===== config.mk =====
export PLATFORM = sky130hd
export DESIGN_NAME = axi_line_ctl
export DESIGN_NICKNAME = d
export VERILOG_FILES = /design/src/rtl/axi_line_pkg.sv /design/src/rtl/axi_line_ctl_line_buf.sv /design/src/rtl/axi_line_ctl.sv
export SDC_FILE = /design/constraint.sdc
export NUM_CORES = 1
export LEC_CHECK = 0
export BUFFER_PORTS_ARGS = -buffer_cell sky130_fd_sc_hd__buf_4
export CAP_MARGIN = 20
export CORE_UTILIZATION = 50
export DETAILED_ROUTE_END_ITERATION = 8
export GPL_ROUTABILITY_DRIVEN = 0
export PLACE_DENSITY = 0.76
export SLEW_MARGIN = 20
export SYNTH_ARGS = -nofsm -noshare
export SYNTH_HDL_FRONTEND = slang
export SYNTH_SLANG_ARGS = --single-unit

===== constraint.sdc =====
create_clock -name clk -period 4.6 [get_ports clk]
set_input_delay 0.46 -clock clk [delete_from_list [all_inputs] [get_ports clk]]
set_output_delay 0.46 -clock clk [all_outputs]
set_load 0.02 [all_outputs]

===== src/rtl/axi_line_pkg.sv =====
// Shared types and AXI encodings for the cache line refill/writeback engine.
package axi_line_pkg;

    localparam int         LINE_BEATS     = 8;
    localparam logic [1:0] AXI_BURST_INCR = 2'b01;
    localparam logic [2:0] AXI_SIZE_8B    = 3'd3;
    localparam logic [1:0] AXI_RESP_OKAY  = 2'b00;
    localparam logic [7:0] AXI_LEN_LINE   = 8'(LINE_BEATS - 1);

    typedef enum logic [2:0] {
        ST_IDLE,
        ST_AW,
        ST_W,
        ST_B,
        ST_AR,
        ST_R,
        ST_DONE
    } state_e;

endpackage


===== src/rtl/axi_line_ctl_line_buf.sv =====
// 8 x 64-bit line buffer: one synchronous write port shared by the cache fifo
// and the R channel, one asynchronous read port for W beats and refill output.
module line_buf
    import axi_line_pkg::*;
(
    input  logic        clk,
    input  logic        fifo_we,
    input  logic [2:0]  fifo_idx,
    input  logic [63:0] fifo_data,
    input  logic        r_we,
    input  logic [2:0]  r_idx,
    input  logic [63:0] r_data,
    input  logic [2:0]  rd_idx,
    output logic [63:0] rd_data
);

    logic [63:0] mem_q [LINE_BEATS];
    logic        we;
    logic [2:0]  widx;
    logic [63:0] wdat;

    // The two write sources are mutually exclusive: the controller blocks fifo writes during R.
    always_comb begin
        we   = r_we | fifo_we;
        widx = r_we ? r_idx  : fifo_idx;
        wdat = r_we ? r_data : fifo_data;
    end

    // NOTE: storage is deliberately not reset; contents are always written before being read.
    always_ff @(posedge clk) begin
        if (we) mem_q[widx] <= wdat;
    end

    assign rd_data = mem_q[rd_idx];

endmodule


===== src/rtl/axi_line_ctl.sv =====
// Line refill/writeback engine: cache-side request handshake, AXI4 master
// toward memory, one 64-byte line in flight at a time.
module axi_line_ctl
    import axi_line_pkg::*;
#(
    parameter int ADDR_W = 32,
    parameter int BEATS  = LINE_BEATS
) (
    input  logic              clk,
    input  logic              rst_n,
    input  logic              req,
    input  logic              rw,
    input  logic [63:0]       req_addr,
    input  logic              fifo_wen,
    input  logic [63:0]       fifo_data,
    input  logic              fifo_done,
    output logic              done,
    output logic [63:0]       data_o,
    output logic              err,
    output logic              awvalid,
    input  logic              awready,
    output logic [ADDR_W-1:0] awaddr,
    output logic [7:0]        awlen,
    output logic [2:0]        awsize,
    output logic [1:0]        awburst,
    output logic              wvalid,
    input  logic              wready,
    output logic [63:0]       wdata,
    output logic [7:0]        wstrb,
    output logic              wlast,
    input  logic              bvalid,
    output logic              bready,
    input  logic [1:0]        bresp,
    output logic              arvalid,
    input  logic              arready,
    output logic [ADDR_W-1:0] araddr,
    output logic [7:0]        arlen,
    output logic [2:0]        arsize,
    output logic [1:0]        arburst,
    input  logic              rvalid,
    output logic              rready,
    input  logic [63:0]       rdata,
    input  logic [1:0]        rresp,
    input  logic              rlast
);

    localparam logic [2:0] LAST_BEAT = 3'(BEATS - 1);
    localparam logic [3:0] PTR_FULL  = 4'(BEATS);

    state_e            state_q, state_d;
    logic [2:0]        beat_q, beat_d;
    logic [3:0]        wr_ptr_q, wr_ptr_d;
    logic [ADDR_W-1:0] addr_q, addr_d;
    logic              err_q, err_d;
    logic              fifo_we, r_we;
    logic [63:0]       buf_rd;
    logic              unused_addr_bits;

    assign unused_addr_bits = ^{req_addr[63:ADDR_W], req_addr[5:0]};

    // beat_q indexes W beats, R beats and, in DONE, the refill read-out position.
    // NOTE: every always_comb output gets a default first so no path infers a latch.
    always_comb begin
        state_d  = state_q;
        beat_d   = beat_q;
        wr_ptr_d = wr_ptr_q;
        addr_d   = addr_q;
        err_d    = err_q;
        fifo_we  = fifo_wen && (state_q != ST_R) && (wr_ptr_q != PTR_FULL);
        r_we     = (state_q == ST_R) && rvalid;

        if (fifo_we) wr_ptr_d = wr_ptr_q + 4'd1;

        unique case (state_q)
            ST_IDLE: begin
                if (req && !fifo_done) begin
                    addr_d  = {req_addr[ADDR_W-1:6], 6'b0};
                    err_d   = 1'b0;
                    beat_d  = '0;
                    state_d = rw ? ST_AW : ST_AR;
                end
            end
            ST_AW: if (awready) state_d = ST_W;
            ST_W: begin
                if (wready) begin
                    beat_d = beat_q + 3'd1;
                    if (beat_q == LAST_BEAT) state_d = ST_B;
                end
            end
            ST_B: begin
                if (bvalid) begin
                    if (bresp != AXI_RESP_OKAY) err_d = 1'b1;
                    beat_d  = '0;
                    state_d = ST_DONE;
                end
            end
            ST_AR: if (arready) state_d = ST_R;
            ST_R: begin
                if (rvalid) begin
                    beat_d = beat_q + 3'd1;
                    // rlast must coincide exactly with the eighth beat
                    if ((rresp != AXI_RESP_OKAY) || (rlast != (beat_q == LAST_BEAT))) err_d = 1'b1;
                    if (beat_q == LAST_BEAT) begin
                        beat_d  = '0;
                        state_d = ST_DONE;
                    end
                end
            end
            ST_DONE: begin
                if (fifo_done) begin
                    beat_d   = '0;
                    wr_ptr_d = '0;
                    state_d  = ST_IDLE;
                end else if (beat_q != LAST_BEAT) begin
                    beat_d = beat_q + 3'd1;
                end
            end
            default: state_d = ST_IDLE;
        endcase
    end

    // NOTE: state registers use non-blocking assignments so all flops update from pre-edge values.
    always_ff @(posedge clk or negedge rst_n) begin
        if (!rst_n) begin
            state_q  <= ST_IDLE;
            beat_q   <= '0;
            wr_ptr_q <= '0;
            addr_q   <= '0;
            err_q    <= 1'b0;
        end else begin
            state_q  <= state_d;
            beat_q   <= beat_d;
            wr_ptr_q <= wr_ptr_d;
            addr_q   <= addr_d;
            err_q    <= err_d;
        end
    end

    line_buf u_line_buf (
        .clk       (clk),
        .fifo_we   (fifo_we),
        .fifo_idx  (wr_ptr_q[2:0]),
        .fifo_data (fifo_data),
        .r_we      (r_we),
        .r_idx     (beat_q),
        .r_data    (rdata),
        .rd_idx    (beat_q),
        .rd_data   (buf_rd)
    );

    assign awvalid = (state_q == ST_AW);
    assign awaddr  = addr_q;
    assign awlen   = AXI_LEN_LINE;
    assign awsize  = AXI_SIZE_8B;
    assign awburst = AXI_BURST_INCR;

    assign wvalid  = (state_q == ST_W);
    assign wdata   = wvalid ? buf_rd : '0;
    assign wstrb   = 8'hFF;
    assign wlast   = wvalid && (beat_q == LAST_BEAT);

    assign bready  = (state_q == ST_B);

    assign arvalid = (state_q == ST_AR);
    assign araddr  = addr_q;
    assign arlen   = AXI_LEN_LINE;
    assign arsize  = AXI_SIZE_8B;
    assign arburst = AXI_BURST_INCR;

    assign rready  = (state_q == ST_R);

    assign done    = (state_q == ST_DONE);
    assign data_o  = done ? buf_rd : '0;
    assign err     = err_q;

endmodule

==> metrics, run 1 <==
status finished, final reports clean; Chip Width 216 µm; Clock Skew approximately 0.025 ns; routed vias roughly 12000; initial antenna violation count 0; hold depth 2; total wire length after detailed routing 48600 µm; cts-stage hold buffer count 1; post-DR vias/cell roughly 5.5; Worst R2R Path Depth 7; IO Pins 442; Final Max Slew Viols 0; slowest CP cell dfrtp_4; CTS tree built; die area 46600 µm²; Mapped Cells 1199; R2R Path Start state_q[0]; syn avg cell area around 19 µm²; Post-DP Area 26000 µm²; Die H approximately 220 µm; htree depth 2; clk slew on worst S/H paths ~0.06 ns; HPWL Detailed approximately 28000 µm; wire per inst 22.3 µm; GRT Resource Usage Total about a fifth; share of cells above drive strength 1 42.6%; slack of the critical path between 0.9 and 1 ns; TritonCTS Sinks 549; Slew @ Worst Pin just over 1 ns; DRT iter0 DRCs about 860; critical path capture point type output port; critical path startpoint beat_q[0]; Seq/Total Area, Yosys a little under three quarters; # fillers 3087; worst rel slew slack roughly 33%; setup repair bufs after CTS 0; Worst Hold Slack 0.0946 ns; fin area around 28000 µm²; Post-CTS Resized 0; FMAX 273 MHz; vias in the first global route approximately 12000; total power 0.0169 W; largest fanout on the critical path 35; Distinct cells, synth 46; WS Path Type flop to output port; pwr dens 607 nW/µm²; ANT nets after route 0; CTS Buf Count 53; pre-CTS WS about 1.4 ns; Main synth FF type edfxtp_1; largest net degree at the start of global routing 69; placed cell count ~2100; PortBufs around 360; Syn. warnings 0; CP dominant cell by count buf_4; Longest Clk Path Bufs 3; worst vdd ir approximately 0.00044 V; Area Growth Syn to Fin 21.6%; arrival time of the worst setup path roughly 3.2 ns; min-delay src req_addr[23]; max-cap violations 0; endpoints failing setup 0; clk_lat worst skew slightly above 0.6 ns; Cell Rows 77; CP Cell Sequence buf_4, mux4_2, mux2i_1, nor2_1, buf_4; clk root buf clkbuf_16; DRC 0; area of the mapped netlist roughly 23000 µm²; Diodes inserted 0; global-route wire length before repair between 70000 and 80000 µm; Post-synth EDFFs between 500 and 600; Startpoint Class flop; Worst Path Required 4.14 ns; Leak 9.76 nW; period utilisation layout 79.5%; GR Overflow Total 0; Worst path max stage delay 0.86 ns; non-filler cells, final between 2000 and 2500; first drt pass iteration count 5; Min-Delay Path Class input port to flop; register bit total from synthesis roughly 550; Fin. Hold Viols 0; Initial Utilization between 50 and 60%; RSZ-0062 raised after global routing no; Post-synth ARST share under 10%; Core Area between 40000 and 50000 µm²; Nets 1756; Final min period 3.66 ns
-- kinds of logic after synthesis --
kind of cell               after synthesis  share of synthesized area [%]
and+or+nand+nor                        171                           3.15
buffers and inverters                  149                           3.84
DFF                                    549                           71.3
AOI/OAI and AO/OA                       31                           1.06
muxes                                  288                           20.2
adders and majority gates                5                          0.274
other                                    2                         0.0328
xor gates and xnor gates                 4                          0.153
-- flip-flops by register name, indices dropped and copies added (netlist names) --
signal / cells
u_line_buf.mem_q: 512
araddr: 26
wr_ptr_q: 4
beat_q: 3
state_q: 3
err: 1
-- report_power, final --
group | leakage, nW | switching [W] | internal [W]
combinational | 3.79 | 0.00301 | 0.00229
clock | 0.881 | 0.00183 | 0.00263
sequential | 5.09 | 0.000487 | 0.00663
total | 9.76 | 0.00533 | 0.0116
-- critical path, delay by kind of cell, from the launching register on --
family | cells | cell delay, ns
simple gates | 1 | 0.09
mux | 2 | 0.97
buf+inv | 2 | 0.64
flops | 1 | 0.86
-- stage by stage --
stage | util (%) | TNS (ns)
2_1_floorplan | - | -6.63
3_3_place_gp | 58.1 | 0
3_5_place_dp | 58.1 | 0
4_1_cts | 62.2 | 0
5_1_grt | 62.2 | 0
6_report | 62.2 | 0
-- cell usage in the layout (no fill, tap or decap), types with 8 or more instances in the layout --
master / Yosys / final
buf_4: 76 / 376
bufinv_16: 0 / 9
clkbuf_16: 0 / 53
clkinv_1: 0 / 13
clkinv_2: 0 / 8
conb_1: 2 / 46
dfrtp_1: 37 / 34
edfxtp_1: 512 / 512
inv_1: 9 / 9
mux2_1: 27 / 27
mux2_2: 63 / 63
mux2i_1: 66 / 66
mux4_2: 128 / 128
nor2_1: 145 / 137
nor2_4: 0 / 8
-- synthesized netlist by cell type, drive strengths merged (3+ instances only) --
| cell type | number | area share (%) |
|---|---|---|
| mux2 | 94 | 4.7 |
| dfrtp | 37 | 4.0 |
| nand2 | 7 | 0.13 |
| mux2i | 66 | 2.9 |
| nor2 | 145 | 2.4 |
| o21ai | 4 | 0.088 |
| clkbuf | 28 | 0.46 |
| a31oi | 4 | 0.11 |
| mux4 | 128 | 13 |
| buf | 111 | 3.2 |
| inv | 10 | 0.16 |
| edfxtp | 512 | 67 |
| ha | 5 | 0.27 |
| nor3b | 3 | 0.099 |
| xnor2 | 3 | 0.11 |
| a21oi | 7 | 0.15 |
| nor3 | 5 | 0.11 |
-- routing by layer --
metal  wire length (µm)  global-route usage (%)  part of all wire, %
met4               1230                    6.83                  2.5
met2              24100                    35.1                   50
met5                  0                       0                    0
met1              20500                    28.0                   42
met3               2710                    3.71                  5.6
-- final timing paths --
path / endpoint / slack (ns)
min in group asynchronous: araddr[6] / 0.37
max in group asynchronous: beat_q[1] / 3.87
setup / recovery: wdata[38] / 0.94
hold reg to reg: err / 0.54
hold / removal: araddr[23] / 0.09
setup reg to reg: u_line_buf.mem_q[4][54] / 1.48
-- layout make-up --
| cell class | count | area, µm² | share of cell area (%) |
|---|---|---|---|
| Sequential cell | 549 | 16300 | 58.7 |
| Clock buffer | 60 | 1350 | 4.87 |
| Tap cell | 592 | 741 | 2.66 |
| Clock inverter | 37 | 462 | 1.66 |
| Timing Repair Buffer | 384 | 2970 | 10.7 |
| Multi-Input combinational cell | 545 | 5920 | 21.3 |
| Inverter | 10 | 37.5 | 0.135 |
Power figures use the tool's default switching activity.
==> run 2, diff against run 1 <==
==> constraint.sdc (replaced) <==
create_clock -name clk -period 3.1 [get_ports clk]
set_input_delay 0.31 -clock clk [delete_from_list [all_inputs] [get_ports clk]]
set_output_delay 0.31 -clock clk [all_outputs]
set_load 0.02 [all_outputs]
==> metrics, run 2 (synthesis results as in run 1) <==
FMAX approximately 330 MHz; DRT iter0 DRCs 823 (-3.7%); Fin. Hold Viols 0 (unchanged); first drt pass iteration count 5 (unchanged); routed vias 12300 (+2.3%); Area Growth Syn to Fin 23.4%; die area 46600 µm² (unchanged); DRC 0 (unchanged); Final Max Slew Viols 0 (unchanged); clk_lat worst skew 0.60 ns (about the same); max-cap violations 0 (unchanged); pwr dens 880 nW/µm² (+45%); Min-Delay Path Class input port to flop; endpoints failing setup 0 (unchanged); critical path capture point type output port; most frequent cells in the layout edfxtp_1, buf_4, nor2_1; worst rel slew slack 51.4% (+19 points); Worst Setup EP wdata[26]; TritonCTS Sinks 549 (unchanged); placed cell count 2099 (+0.96%); Initial Utilization 51.1% (unchanged); R2R Path Start state_q[1]; status finished, final reports clean; HPWL Detailed 30400 µm (+9.3%); vias in the first global route 12400 (+0.76%); GRT Resource Usage Total 21.3% (+0.36 points); initial antenna violation count 0 (unchanged); PortBufs 357 (unchanged); Diodes inserted 0 (unchanged); Core Area 44700 µm² (unchanged); Worst R2R Path Depth 7 (unchanged); Startpoint Class flop; period utilisation layout between 90% and 100%; CTS Buf Count 52 (-1.9%); htree depth 2 (unchanged); Clock Skew 0.0177 ns (-0.00684 ns); Worst path max stage delay 0.55 ns (-0.31 ns); arrival time of the worst setup path 2.70 ns (-0.50 ns); Most flops, register u_line_buf.mem_q; slowest CP cell dfrtp_4; largest net degree at the start of global routing 66 (-4.3%); critical path startpoint beat_q[0]; share of cells above drive strength 1 42.7% (+0.11 points); CP Cell Sequence buf_12, mux4_2, mux2i_1, nor2_1, buf_4; global-route wire length before repair 73800 µm (+1.4%); ANT nets after route 0 (unchanged); total wire length after detailed routing 50300 µm (+3.6%); worst vdd ir 0.000692 V (+57%); Crit Reg-Reg Endpoint u_line_buf.mem_q[3][25]; clk root buf clkbuf_16; Cell Rows 77 (unchanged); wire per inst 22.6 µm (+1.2%); Final min period approximately 3.0 ns; CTS tree built; Chip Width 216 µm (unchanged); Longest Clk Path Bufs 3 (unchanged); number of flip-flops under the largest register name 512 (unchanged); min-delay src rdata[52]; hold depth 2 (unchanged); most common cell after layout, fill and taps aside edfxtp_1; Worst Path Required 2.79 ns (-1.35 ns); WS Path Type flop to output port; Leak 9.96 nW (+2.0%); largest fanout on the critical path 34 (-2.9%); GR Overflow Total 0 (unchanged); post-DR vias/cell 5.50 (about the same); Slew @ Worst Pin 0.708 ns (-0.302 ns); Nets 1807 (+2.9%); non-filler cells, final 2229 (+2.4%); clk slew on worst S/H paths 0.06 ns (about the same); Die H 216 µm (unchanged); IO Pins 442 (unchanged); Reg2Reg Setup Slack 0.65 ns (-0.83 ns); Worst Hold Slack 0.121 ns (+0.0262 ns)
run 2: cell count changes in the layout (fill, tap and decap cells not counted), sizes merged:
cell         change
clkinvlp         +1
bufinv           -7
buf             +24
clkbuf           +6
inv              +1
dlygate4sd3     +27
run 2: through the flow:
step           util (%)  setup WS (ns)  cell area (µm²)  power, W  setup TNS (ns)
2_1_floorplan         -         -0.498            23100    0.0159          -63.76
3_3_place_gp       58.6          0.555            26200    0.0187               0
3_5_place_dp       58.6          0.556            26200    0.0189               0
4_1_cts            62.9        0.00899            28100    0.0250               0
5_1_grt            63.1     -0.0000808            28200    0.0259      -0.0000808
6_report           63.1         0.0888            28200    0.0248               0
run 2: final cells by class:
class	instances	area, µm²
clock buffer	65	1350
inverter	10	37.5
tap	592	741
sequential	549	16300
timing repair buffer	436	3560
fill	3060	16500
multi-input combinational	545	5950
clock inverter	32	260
run 2: routing by layer:
layer	GRT usage [%]	wire, µm	vias to the layer above
met1	27.4	20300	6298
met4	6.74	1130	0
li1	-	-	5398
met3	3.83	3040	74
met5	0	0	-
met2	36.9	25900	489
run 2: how the worst min path moves through the flow:
stage	endpoint	slack (ns)
2_1_floorplan	araddr[10]	0.01
5_1_grt	u_line_buf.mem_q[6][52]	0.11
3_3_place_gp	err	0.29
4_1_cts	state_q[2]	0.02
3_5_place_dp	araddr[30]	0.29
6_report	u_line_buf.mem_q[5][52]	0.12
run 2: timing repair:
item | in CTS | in global routing
resized for setup | 0 | 5
setup buffers | 2 | 2
endpoints found under the setup margin | 57 | 24
pin swaps | 0 | 0
gates cloned | 0 | 1
hold buffers | 28 | 0
endpoints found under the hold margin | 67 | 0
run 2: where the power goes:
part,switching (W),internal (W)
combinational,0.00486,0.00366
clock,0.00268,0.00329
sequential,0.000484,0.00984
run 2: critical path: cells and delay by family (launching register included):
family        cells  cell delay [ns]
buf+inv           2             0.50
flops             1             0.55
mux               2             0.95
simple gates      1             0.08
==> run 3, diff against run 2 <==
--- a/config.mk
+++ b/config.mk
@@ -8,8 +8,10 @@
 export BUFFER_PORTS_ARGS = -buffer_cell sky130_fd_sc_hd__buf_4
 export CAP_MARGIN = 20
 export CORE_UTILIZATION = 50
+export CTS_CLUSTER_SIZE = 14
 export DETAILED_ROUTE_END_ITERATION = 8
 export GPL_ROUTABILITY_DRIVEN = 0
+export MAX_ROUTING_LAYER = met4
 export PLACE_DENSITY = 0.76
 export SLEW_MARGIN = 20
 export SYNTH_ARGS = -nofsm -noshare
==> metrics, run 3 (synthesis results as in run 1) <==
initial antenna violation count 0 (unchanged); GR Overflow Total 0 (unchanged); htree depth 2 (unchanged); share of cells above drive strength 1 42.8% (+0.061 points); Diodes inserted 0 (unchanged); pwr dens 880 nW/µm² (about the same); Min-Delay Path Class input port to flop; worst rel slew slack 51.0% (-0.47 points); WP buf/inv 3 (+1); Slew @ Worst Pin 0.715 ns (+0.00679 ns); critical path capture point type output port; CTS tree built; arrival time of the worst setup path 2.68 ns (-0.02 ns); # fillers 3061 (+0.033%); worst vdd ir 0.000693 V (about the same); clk_lat worst skew 0.61 ns (about the same); Area Growth Syn to Fin 23.4% (about the same); Die H 216 µm (unchanged); largest fanout on the critical path 11 (-68%); Longest Clk Path Bufs 3 (unchanged); post-DR vias/cell 5.50 (about the same); DRC 0 (unchanged); WS Path Type flop to output port; clk slew on worst S/H paths 0.06 ns (about the same); GRT Resource Usage Total 22.0% (+0.67 points); Final Max Slew Viols 0 (unchanged); largest net degree at the start of global routing 66 (unchanged); Clock Skew 0.0203 ns (+0.00259 ns); Chip Width 216 µm (unchanged); most frequent cells in the layout edfxtp_1, buf_4, nor2_1; max-cap violations 0 (unchanged); number of flip-flops under the largest register name 512 (unchanged); Startpoint Class flop; endpoints failing setup 0 (unchanged); HPWL Detailed 30400 µm (unchanged); PortBufs 357 (unchanged); vias in the first global route 12400 (-0.040%); first drt pass iteration count 5 (unchanged); CP top delay family multiplexers; Fin. Hold Viols 0 (unchanged); Leak 9.96 nW (about the same); Cell Rows 77 (unchanged); die area 46600 µm² (unchanged); slowest CP cell dfrtp_4; global-route wire length before repair 73800 µm (unchanged); wire per inst 22.5 µm (-0.17%); IO Pins 442 (unchanged); CP dominant cell by count buf_4; Nets 1807 (unchanged); Initial Utilization 51.1% (unchanged); period utilisation layout 96.5% (-0.66 points); ANT nets after route 0 (unchanged); status finished, final reports clean; total power 0.0248 W (about the same); FMAX 334 MHz (+0.68%); TritonCTS Sinks 549 (unchanged); Final min period 2.99 ns (-0.0204 ns); DRT iter0 DRCs 830 (+0.85%); most common cell after layout, fill and taps aside edfxtp_1; RSZ-0062 raised after global routing no; routed vias 12300 (-0.049%); CTS Buf Count 52 (unchanged); Core Area 44700 µm² (unchanged); Final Util 63.1% (about the same); clk root buf clkbuf_16; Worst Path Required 2.79 ns (about the same); Most flops, register u_line_buf.mem_q; total wire length after detailed routing 50300 µm (-0.17%); Worst path max stage delay 0.55 ns (about the same); CP Cell Sequence buf_12, buf_4, mux4_2, mux2i_1, nor2_1, buf_4
==> run 3: changes by cell type in the layout (fill, tap and decap cells not counted) <==
cell,delta
mux2i_1,-1
mux2i_2,+1
==> run 3: layer usage <==
layer | part of all wire [%] | GRT usage [%] | vias up
li1 | - | - | 5398
met1 | 39 | 27.6 | 6250
met2 | 52 | 36.8 | 533
met3 | 6.9 | 3.78 | 72
met4 | 2.1 | 6.74 | 0
met5 | 0 | - | -
==> run 3: through the flow <==
step,setup WS [ns],TNS [ns],hold WS [ns],std cells,instance area (µm²)
2_1_floorplan,-0.498,-63.76,0.0144,1243,23100
3_3_place_gp,0.555,0,0.290,2099,26200
3_5_place_dp,0.556,0,0.289,2099,26200
4_1_cts,0.00899,0,0.0168,2226,28100
5_1_grt,0.0115,0,0.105,2229,28200
6_report,0.109,0,0.118,2229,28200
==> run 3: path summary, 6_finish.rpt <==
check / from / to / slack (ns) / cells past startpoint
min in group asynchronous: rst_n / araddr[30] / 0.23 / 2
max in group asynchronous: rst_n / beat_q[1] / 2.51 / 2
min reg2reg: err / err / 0.50 / 2
min: fifo_data[42] / u_line_buf.mem_q[7][42] / 0.12 / 2
max reg2reg: wr_ptr_q[1] / u_line_buf.mem_q[0][52] / 0.64 / 7
max: beat_q[0] / data_o[34] / 0.11 / 6
==> run 3: area by class of cell <==
| cell class | instances | area, µm² | share of cell area (%) |
|---|---|---|---|
| clock inverter | 32 | 260 | 0.922 |
| tap | 592 | 741 | 2.63 |
| clock buffer | 65 | 1350 | 4.78 |
| multi-input combinational | 545 | 5960 | 21.1 |
| sequential | 549 | 16300 | 57.8 |
| inverter | 10 | 37.5 | 0.133 |
| timing repair buffer | 436 | 3560 | 12.6 |
==> run 3: where the power goes <==
| part | switching [W] | internal [W] | leakage (nW) |
|---|---|---|---|
| registers | 0.000481 | 0.00984 | 5.09 |
| clock network | 0.00268 | 0.00329 | 0.788 |
| logic | 0.00486 | 0.00367 | 4.08 |
==> run 3: what timing repair did <==
item / CTS / global route
buffers inserted: 2 / 2
cloned: 0 / 1
hold endpoints to repair: 67 / 0
gates resized for setup: 0 / 6
endpoints found under the setup margin: 57 / 24
hold buffers: 28 / 0
